[config.mk]
export PLATFORM = sky130hd
export DESIGN_NAME = conv_sram_arbiter
export DESIGN_NICKNAME = d
export VERILOG_FILES = /design/src/rtl/conv_sram_arbiter.sv
export SDC_FILE = /design/constraint.sdc
export NUM_CORES = 1
export LEC_CHECK = 0
export CORE_ASPECT_RATIO = 1.25
export CORE_UTILIZATION = 31
export DETAILED_ROUTE_END_ITERATION = 7
export PLACE_DENSITY_LB_ADDON = 0.08
export SKIP_LAST_GASP = 1
export SYNTH_ARGS = -nofsm -noshare
export SYNTH_HDL_FRONTEND = slang
export SYNTH_SLANG_ARGS = --single-unit
export TNS_END_PERCENT = 30
[constraint.sdc]
create_clock -name clk -period 4.6 [get_ports clk]
set_input_delay 1.38 -clock clk [delete_from_list [all_inputs] [get_ports clk]]
set_output_delay 1.38 -clock clk [all_outputs]
set_load 0.005 [all_outputs]
[src/rtl/conv_sram_arbiter.sv]
// conv_sram_arbiter: shares one SRAM between a host requester and the XNOR convolution engine.
module conv_sram_arbiter #(
  parameter int BUSY_TIMEOUT = 15,
  parameter int CNT_W = 8
) (
  input  logic             clk,
  input  logic             reset_b,
  input  logic             start,
  input  logic             host_req,
  input  logic             host_we,
  input  logic [11:0]      host_addr,
  input  logic [15:0]      host_wdata,
  output logic             host_gnt,
  output logic             host_rvalid,
  output logic [15:0]      host_rdata,
  output logic             eng_run,
  input  logic             eng_busy,
  input  logic [11:0]      eng_rd_addr,
  input  logic [11:0]      eng_wr_addr,
  input  logic [15:0]      eng_wr_data,
  input  logic             eng_wr_en,
  output logic [15:0]      eng_rd_data,
  output logic [11:0]      sram_rd_addr,
  output logic [11:0]      sram_wr_addr,
  output logic [15:0]      sram_wr_data,
  output logic             sram_we,
  input  logic [15:0]      sram_rd_data,
  output logic             owner,
  output logic             done,
  output logic [CNT_W-1:0] run_count,
  output logic             timeout_err
);
  localparam logic [2:0] S_HOST      = 3'd0;
  localparam logic [2:0] S_LAUNCH    = 3'd1;
  localparam logic [2:0] S_WAIT_BUSY = 3'd2;
  localparam logic [2:0] S_ENG       = 3'd3;
  localparam logic [2:0] S_DONE      = 3'd4;
  logic [2:0] state, state_nx;
  logic [7:0] tcnt;
  logic       tmo;
  logic       in_host, in_wait, eng_end;
  assign in_host  = state == S_HOST;
  assign in_wait  = state == S_WAIT_BUSY;
  assign eng_end  = state == S_ENG && !eng_busy;
  // the BUSY_TIMEOUT-th idle wait cycle aborts the launch
  assign tmo      = in_wait && !eng_busy && tcnt == 8'(BUSY_TIMEOUT - 1);
  assign owner    = state == S_LAUNCH || in_wait || state == S_ENG;
  assign eng_run  = state == S_LAUNCH;
  assign done     = state == S_DONE;
  assign host_gnt = in_host && host_req && !start;
  assign host_rdata   = sram_rd_data;
  assign eng_rd_data  = sram_rd_data;
  assign sram_rd_addr = owner ? eng_rd_addr : host_addr;
  assign sram_wr_addr = owner ? eng_wr_addr : host_addr;
  assign sram_wr_data = owner ? eng_wr_data : host_wdata;
  assign sram_we      = owner ? eng_wr_en : host_gnt && host_we;
  always_comb begin
    state_nx = in_host                ? (start ? S_LAUNCH : S_HOST) :
               state == S_LAUNCH      ? S_WAIT_BUSY :
               in_wait                ? (eng_busy ? S_ENG : tmo ? S_HOST : S_WAIT_BUSY) :
               state == S_ENG         ? (eng_busy ? S_ENG : S_DONE) :
                                        S_HOST;
  end
  always_ff @(posedge clk or negedge reset_b) begin
    if (!reset_b) begin
      state       <= S_HOST;
      tcnt        <= '0;
      host_rvalid <= 1'b0;
      run_count   <= '0;
      timeout_err <= 1'b0;
    end else begin
      state       <= state_nx;
      host_rvalid <= host_gnt && !host_we;
      tcnt        <= (in_wait && !eng_busy && !tmo) ? tcnt + 8'd1 : 8'd0;
      if (in_host && start) timeout_err <= 1'b0;
      else if (tmo) timeout_err <= 1'b1;
      if (eng_end) run_count <= run_count + CNT_W'(1);
    end
  end
endmodule

# Yosys cells after proc, flatten, opt, wreduce, memory -nomap -nowiden
# Cells that the tools add are included.
# word_totals
ramBits	0
out_inout_bits	87
reg_bits	21
latchBits	0
mem_bits_ro	0
mem_count	0
# classes
n_shift	0
magnitude_cmp	0
n_reduce_logical	17
bitwise_logic	0
mul	0
n_addsub	2
eq_ne	5
muxes	15
div_mod_pow	0
# op_table
cell	n
2-to-1 mux 12 bit	2
adder 8 x 1 -> 8 bit, second input constant	2
2-to-1 mux 16 bit	1
2-to-1 mux 3 bit	5
logical AND 1 bit	9
== test 8 x 4 -> 1 bit, second input constant	1
2-to-1 mux 8 bit	1
== test 3 x 2 -> 1 bit, second input constant	2
logical NOT 1 bit	4
2-to-1 mux 1 bit	4
2-to-1 mux 2 bit	2
== test 3 x 1 -> 1 bit, second input constant	1
== test 3 bit, second input constant	1
logical NOT 3 bit	1
logical OR 1 bit	2
nonzero test 2 bit	1

# Depth between registers and ports, before layout
# Gate-level depths: netlist of run 1.
# logic_depth
depth_word	8
ltp_mapped	5

# Worst setup path before layout of run 1
# OpenSTA, ideal clock, no wires.
# synth_path
path_type	input to output
from	in start
to	out sram_we
arrival_ns	1.757
required_time_ns	3.220
setup_slack_ns	1.463
cell_stages	2
cell_sequence	and3b_1 -> a22o_1
# synth_via
elab_chain_cells	4
# synth_rtl
element	line	text
from (decl)	8	input logic start,
logical NOT 1 bit	50	assign host_gnt = in_host && host_req && !start;
logical AND 1 bit	50	
logical AND 1 bit	56	assign sram_we = owner ? eng_wr_en : host_gnt && host_we;
2-to-1 mux 1 bit	56	
to (decl)	26	output logic sram_we,
# No other way between the ends.

# Worst setup path after layout of run 1
# Same ends and word-level chain as after synthesis.

==> results of run 1 <==
==> where the power goes <==
part	leakage (nW)	total (W)	internal, W	switching, W
combinational	1.00	0.000953	0.000540	0.000414
sequential	0.282	0.000266	0.000217	0.0000490
clock	0.0228	0.000117	0.0000615	0.0000559
==> final cells by class <==
cell class	count	area, um^2	area share [%]
timing repair buffer	130	1300	45.8
multi-input combinational	171	867	30.6
sequential	21	526	18.6
tap	62	77.6	2.74
clock buffer	4	45.0	1.59
inverter	5	18.8	0.663
==> layer usage <==
layer	global-route usage [%]	part of all wire [%]	vias up
met2	29.4	46	93
met1	21.5	39	761
met3	7.61	13	10
met5	0	0	-
met4	6.63	1.8	0
li1	-	-	911
==> worst max-delay path by stage <==
stage | startpoint | depth (start not counted) | endpoint | slack [ns]
floorplan | start | 2 | sram_we | 1.46
global route | start | 4 | sram_we | 0.49
global placement | start | 4 | sram_we | 0.58
finish | start | 4 | sram_we | 0.54
detailed placement | start | 4 | sram_we | 0.55
CTS | start | 4 | sram_we | 0.54
==> stage by stage <==
stage	cell area, um^2	setup WS [ns]	utilization (%)	total power, W
2_1_floorplan	1680	1.46	-	0.000666
3_3_place_gp	2790	0.575	54.1	0.00123
3_5_place_dp	2790	0.546	54.1	0.00123
4_1_cts	2830	0.543	55.0	0.00136
5_1_grt	2830	0.494	55.0	0.00146
6_report	2830	0.540	55.0	0.00134
==> registers in the layout, indices dropped and copies added, names as in the netlist <==
name / flops
host_rvalid: 1
state: 3
timeout_err: 1
run_count: 8
tcnt: 8
==> logic make-up (layout without fill, tap and decap cells) <==
kind of cell,count (synthesis),count (layout),synth area share (%)
DFF,21,21,31.3
xor gates and xnor gates,10,10,5.22
and+or+nand+nor,145,145,37.8
buffers and inverters,44,139,17.2
AOI/OAI and AO/OA,13,13,6.19
adders and majority gates,3,3,2.24
==> placed cells by master (no fill, tap or decap), types with 4 or more instances in the layout <==
| cell | instances |
|---|---|
| clkdlybuf4s50_1 | 129 |
| nand2_1 | 116 |
| dfrtp_1 | 21 |
| xnor2_1 | 8 |
| nor2_1 | 5 |
| nand3_1 | 4 |
| nand4_1 | 4 |
==> key figures, run 1 <==
STA
  – Hold WS: 0.475 ns
  – RSZ-0062 raised after global routing: no
  – Final setup TNS: 0 ns
  – Final hold violations: 0
  – Slew Viols, Final: 0
  – Maximum clock rate: 246 MHz
  – Max transition margin: 38.1%
  – Tmin final: 4.06 ns
  – Worst-case clock skew: 0.00277 ns
  – Tcrit/Tclk final: 88.3%
  – Setup violators final: 0
  – Pin slew with the least headroom to its limit: 0.925 ns

Global route
  – Gr ovfl total: 0
  – Largest net degree at the start of global routing: 43
  – GRT Resource Usage Total: 18.4%
  – Initial antenna violation count: 0
  – Vias in the first global route: 1,644
  – First-pass GRT wire length: 8110 um

Worst hold path
  – Worst Min Path Start: run_count[7]$_DFFE_PN0N_
  – Hold Crit Endpoint: run_count[7]$_DFFE_PN0N_
  – Hold crit path type: reg -> reg
  – Worst hold path depth: 1

Logic synthesis
  – Mapped Avg Cell Area: 7.10 um^2
  – Cell taking the most area after synthesis: dfrtp_1
  – Netlist cell types: 36
  – Syn. warnings: 0
  – Syn Inst Count: 236
  – Share of the synthesized area in the top cell type: 31.3%
  – EDFF count, synth: 0
  – Asr flop ratio synth: 100%
  – Most common cell in the netlist: nand2_1
  – Mapped Nets: 330
  – Synth top area cells: dfrtp_1 31%, nand2_1 26%, buf_4 14%, xnor2_1 4.2%, ha_1 2.2%
  – Most used DFF post-synth: dfrtp_1
  – Sequential area share after synthesis: 31.3%
  – Netlist Area Pre-Place: 0.00168 mm^2
  – Seq cells post-synth: 21
  – Most instantiated cells after synthesis: 116 x nand2_1, 32 x buf_4, 21 x dfrtp_1

CTS
  – Post_cts resized: 0
  – Root buf cell: clkbuf_8
  – CTS Buf Count: 3
  – H-tree depth: 1
  – Clock Latency Late Sink: 0.25 ns
  – Clock sinks: 21
  – Clk slew on worst S/H paths: 0.07 ns
  – Max Root-Sink Buffers: 2
  – Postcts setup bufs: 0
  – CTS tree: done
  – Hold buffer count at cts: 0

Detailed routing
  – Via-per-instance ratio: 4.52
  – Antenna Nets Post-Route: 0
  – WL/cell: 14.0 um
  – Via count: 1,775
  – DRC Markers: 0
  – Detailed Route WL: 5480 um
  – First drt pass iteration count: 4
  – Initial DRC Count: 88

Placed design
  – DP Cell Count: 389
  – RePlAce Congestion: 0.749
  – Port bufs: 129
  – Detailed Place HPWL: 4340 um

Setup path
  – Worst Path Buf+Inv: 2
  – Critical path type: in -> out
  – Worst path required time: 3.22 ns
  – WP data arrival: 2.68 ns
  – CP peak stage delay: 0.49 ns
  – Worst R2R Setup Slack: 2.87 ns
  – Crit path launch type: input port
  – Slowest-stage cell, CP: clkdlybuf4s50_1
  – Cell mode on critical path: clkdlybuf4s50_1
  – Reg-to-Reg End: tcnt[2]$_DFF_PN0_
  – Top delay family on crit path: buffers and inverters
  – Worst r2r src: tcnt[0]$_DFF_PN0_
  – CP Cell Sequence: clkdlybuf4s50_1 -> and3b_1 -> a22o_1 -> clkdlybuf4s50_1
  – CP endpoint kind: output pin
  – CP max FO: 3
  – Worst R2R Path Depth: 5

Final layout
  – Layout Nets: 426
  – Fraction of layout cells with a size suffix above 1: 3.32%
  – Layout area overhead: 69.0%
  – Diode count: 0
  – Layout Cells excl Fill: 393
  – Fill cell count: 492

Floorplanning
  – Core area: 0.00515 mm^2
  – Die area: 0.00571 mm^2
  – Chip width: 67.8 um
  – Cell Rows: 29
  – Top-level port count: 178
  – Die height: 84.2 um
  – Initial Util: 32.5%

Outcome
  – Outcome: finished, final reports clean

Power and ir drop
  – Leakage: 1.31 nW
  – Power density over the cells: 472 mW/mm^2
  – Max VDD drop: 0.000391 V

Run
  – Max-cap violations: 0
No activity file was read; power rests on OpenSTA's default activity.
==> inputs of run 2 (changes only) <==
--- a/config.mk
+++ b/config.mk
@@ -5,6 +5,7 @@
 export SDC_FILE = /design/constraint.sdc
 export NUM_CORES = 1
 export LEC_CHECK = 0
+export CAP_MARGIN = 25
 export CORE_ASPECT_RATIO = 1.25
 export CORE_UTILIZATION = 31
 export DETAILED_ROUTE_END_ITERATION = 7
==> key figures, run 2 (same netlist as run 1, synthesis figures left out) <==
Outcome
  – Outcome: finished, final reports clean (unchanged)

Setup path
  – Worst r2r src: tcnt[0]$_DFF_PN0_ (unchanged)
  – Worst R2R Setup Slack: 2.87 ns (about the same)
  – CP endpoint kind: output pin (unchanged)
  – Crit path launch type: input port (unchanged)
  – Reg-to-Reg End: tcnt[2]$_DFF_PN0_ (unchanged)
  – CP max FO: 3 (unchanged)
  – Critical path type: in -> out (unchanged)
  – Worst R2R Path Depth: 5 (unchanged)
  – Worst path required time: 3.22 ns (about the same)
  – WP data arrival: 2.68 ns (about the same)

Global route
  – Largest net degree at the start of global routing: 43 (unchanged)
  – Gr ovfl total: 0 (unchanged)
  – First-pass GRT wire length: 8110 um (unchanged)
  – Grt met1 use: 21.5% (unchanged)
  – GR Layer Usage met2: 29.4% (unchanged)
  – GRT met3 Usage: 7.61% (unchanged)
  – Vias in the first global route: 1,644 (unchanged)
  – GR peak layer: met2 (unchanged)
  – Initial antenna violation count: 0 (unchanged)
  – GRT Resource Usage Total: 18.4% (unchanged)

Placed design
  – Pre-CTS WS: 0.546 ns (unchanged)
  – Detailed Place HPWL: 4340 um (unchanged)
  – RePlAce Congestion: 0.749 (unchanged)
  – Port bufs: 129 (unchanged)

Worst hold path
  – Hold Crit Endpoint: run_count[7]$_DFFE_PN0N_ (unchanged)
  – Worst Min Path Start: run_count[7]$_DFFE_PN0N_ (unchanged)
  – Worst hold path depth: 1 (unchanged)
  – Hold crit path type: reg -> reg (unchanged)

CTS
  – Max Root-Sink Buffers: 2 (unchanged)
  – H-tree depth: 1 (unchanged)
  – Postcts setup bufs: 0 (unchanged)
  – CTS Buf Count: 3 (unchanged)
  – Clock sinks: 21 (unchanged)
  – Root buf cell: clkbuf_8 (unchanged)
  – Clock Latency Late Sink: 0.25 ns (about the same)
  – Post_cts resized: 0 (unchanged)
  – Clk slew on worst S/H paths: 0.07 ns (about the same)
  – Hold buffer count at cts: 0 (unchanged)
  – CTS tree: done (unchanged)

Final layout
  – Register area: 526 um^2 (unchanged)
  – Most frequent cells in the layout: 129 x clkdlybuf4s50_1, 116 x nand2_1, 21 x dfrtp_1 (unchanged)
  – Largest regs: run_count (8), tcnt (8), state (3) (unchanged)
  – Fraction of layout cells with a size suffix above 1: 3.61% (was 3.32%)
  – Fill cell count: 489 (was 492)
  – Area of the multi-input gates: 867 um^2 (unchanged)
  – Layout Nets: 427 (was 426)
  – Commonest non-fill, non-tap cell in the layout: clkdlybuf4s50_1 (unchanged)
  – Layout area overhead: 70.6% (was 69.0%)
  – Diode count: 0 (unchanged)

STA
  – Pin slew with the least headroom to its limit: 0.684 ns (was 0.925 ns)
  – Slew Viols, Final: 0 (unchanged)
  – Final setup TNS: 0 ns (unchanged)
  – Tmin final: 4.06 ns (about the same)
  – Tcrit/Tclk final: 88.3% (about the same)
  – Final worst slack: 0.540 ns (about the same)
  – Max transition margin: 54.4% (was 38.1%)
  – Setup violators final: 0 (unchanged)
  – Worst-case clock skew: 0.00481 ns (was 0.00277 ns)
  – RSZ-0062 raised after global routing: no (unchanged)
  – Final hold violations: 0 (unchanged)
  – Maximum clock rate: 246 MHz (about the same)

Detailed routing
  – WL/cell: 13.9 um (was 14.0 um)
  – First drt pass iteration count: 4 (unchanged)
  – Initial DRC Count: 74 (was 88)
  – DRC Markers: 0 (unchanged)
  – Antenna Nets Post-Route: 0 (unchanged)
  – Via-per-instance ratio: 4.52 (about the same)
  – Detailed Route WL: 5490 um (was 5480 um)
  – Via count: 1,781 (was 1,775)

Power and ir drop
  – Switch share: 38.8% (about the same)
  – Clock power share: 8.7% (was 8.8%)
  – Power density over the cells: 469 mW/mm^2 (was 472 mW/mm^2)
  – Int Power: 0.000821 W (was 0.000818 W)
  – Leakage: 1.32 nW (was 1.31 nW)
  – Max VDD drop: 0.000389 V (was 0.000391 V)
  – Combinational power share: 71.4% (was 71.3%)
  – Sw power: 0.000519 W (about the same)
  – Sequential power share: 19.9% (about the same)

Floorplanning
  – Top-level port count: 178 (unchanged)
  – Initial Util: 32.5% (unchanged)
  – Chip width: 67.8 um (unchanged)
  – Cell Rows: 29 (unchanged)
  – Core area: 0.00515 mm^2 (unchanged)
  – Die area: 0.00571 mm^2 (unchanged)
  – Die height: 84.2 um (unchanged)

Run
  – Max-cap violations: 0 (unchanged)
==> run 2: cell types whose count changed in the layout (fill, tap and decap cells not counted), sizes merged <==
cell,delta
buf,+1
==> run 2: power by group through the flow <==
stage	Clock (W)	Combinational [W]	Sequential (W)
finish	0.000117	0.000957	0.000267
global route	0.000131	0.00106	0.000273
CTS	0.000123	0.000972	0.000266
detailed placement	0	0.000966	0.000269
global placement	0	0.000964	0.000269
floorplan	0	0.000407	0.000259
==> run 2: final cells by class <==
class / instances / share of cell area, %
Inverter: 5 / 0.656
Tap cell: 62 / 2.71
Multi-Input combinational cell: 171 / 30.3
Sequential cell: 21 / 18.4
Clock buffer: 4 / 1.57
Timing Repair Buffer: 131 / 46.4
==> run 2: how the worst max path moves through the flow <==
stage | from | endpoint | slack, ns | cells past startpoint
6_report | start | sram_we | 0.54 | 4
4_1_cts | start | sram_we | 0.54 | 4
3_5_place_dp | start | sram_we | 0.55 | 4
3_3_place_gp | start | sram_we | 0.58 | 4
2_1_floorplan | start | sram_we | 1.46 | 2
5_1_grt | start | sram_we | 0.49 | 4
==> run 2: through the flow <==
step	cell area [um^2]	hold slack [ns]	std cells	utilization (%)	power, W
finish	2860	0.474	394	55.5	0.00134
global route	2860	0.505	394	55.5	0.00146
CTS	2830	0.480	393	55.0	0.00136
detailed placement	2790	0.470	389	54.1	0.00123
global placement	2790	0.464	389	54.1	0.00123
floorplan	1680	0.468	236	-	0.000666
==> run 2: critical path: stages <==
cell and delay [ns]:
clkdlybuf4s50_1 0.42, and3b_1 0.26, a22o_1 0.13, clkdlybuf4s50_1 0.49
==> run 2: per-layer routing <==
metal | routed length [um] | vias up
met1 | 2120 | 761
met4 | 98 | 0
met5 | 0 | -
li1 | - | 915
met3 | 737 | 10
met2 | 2530 | 95
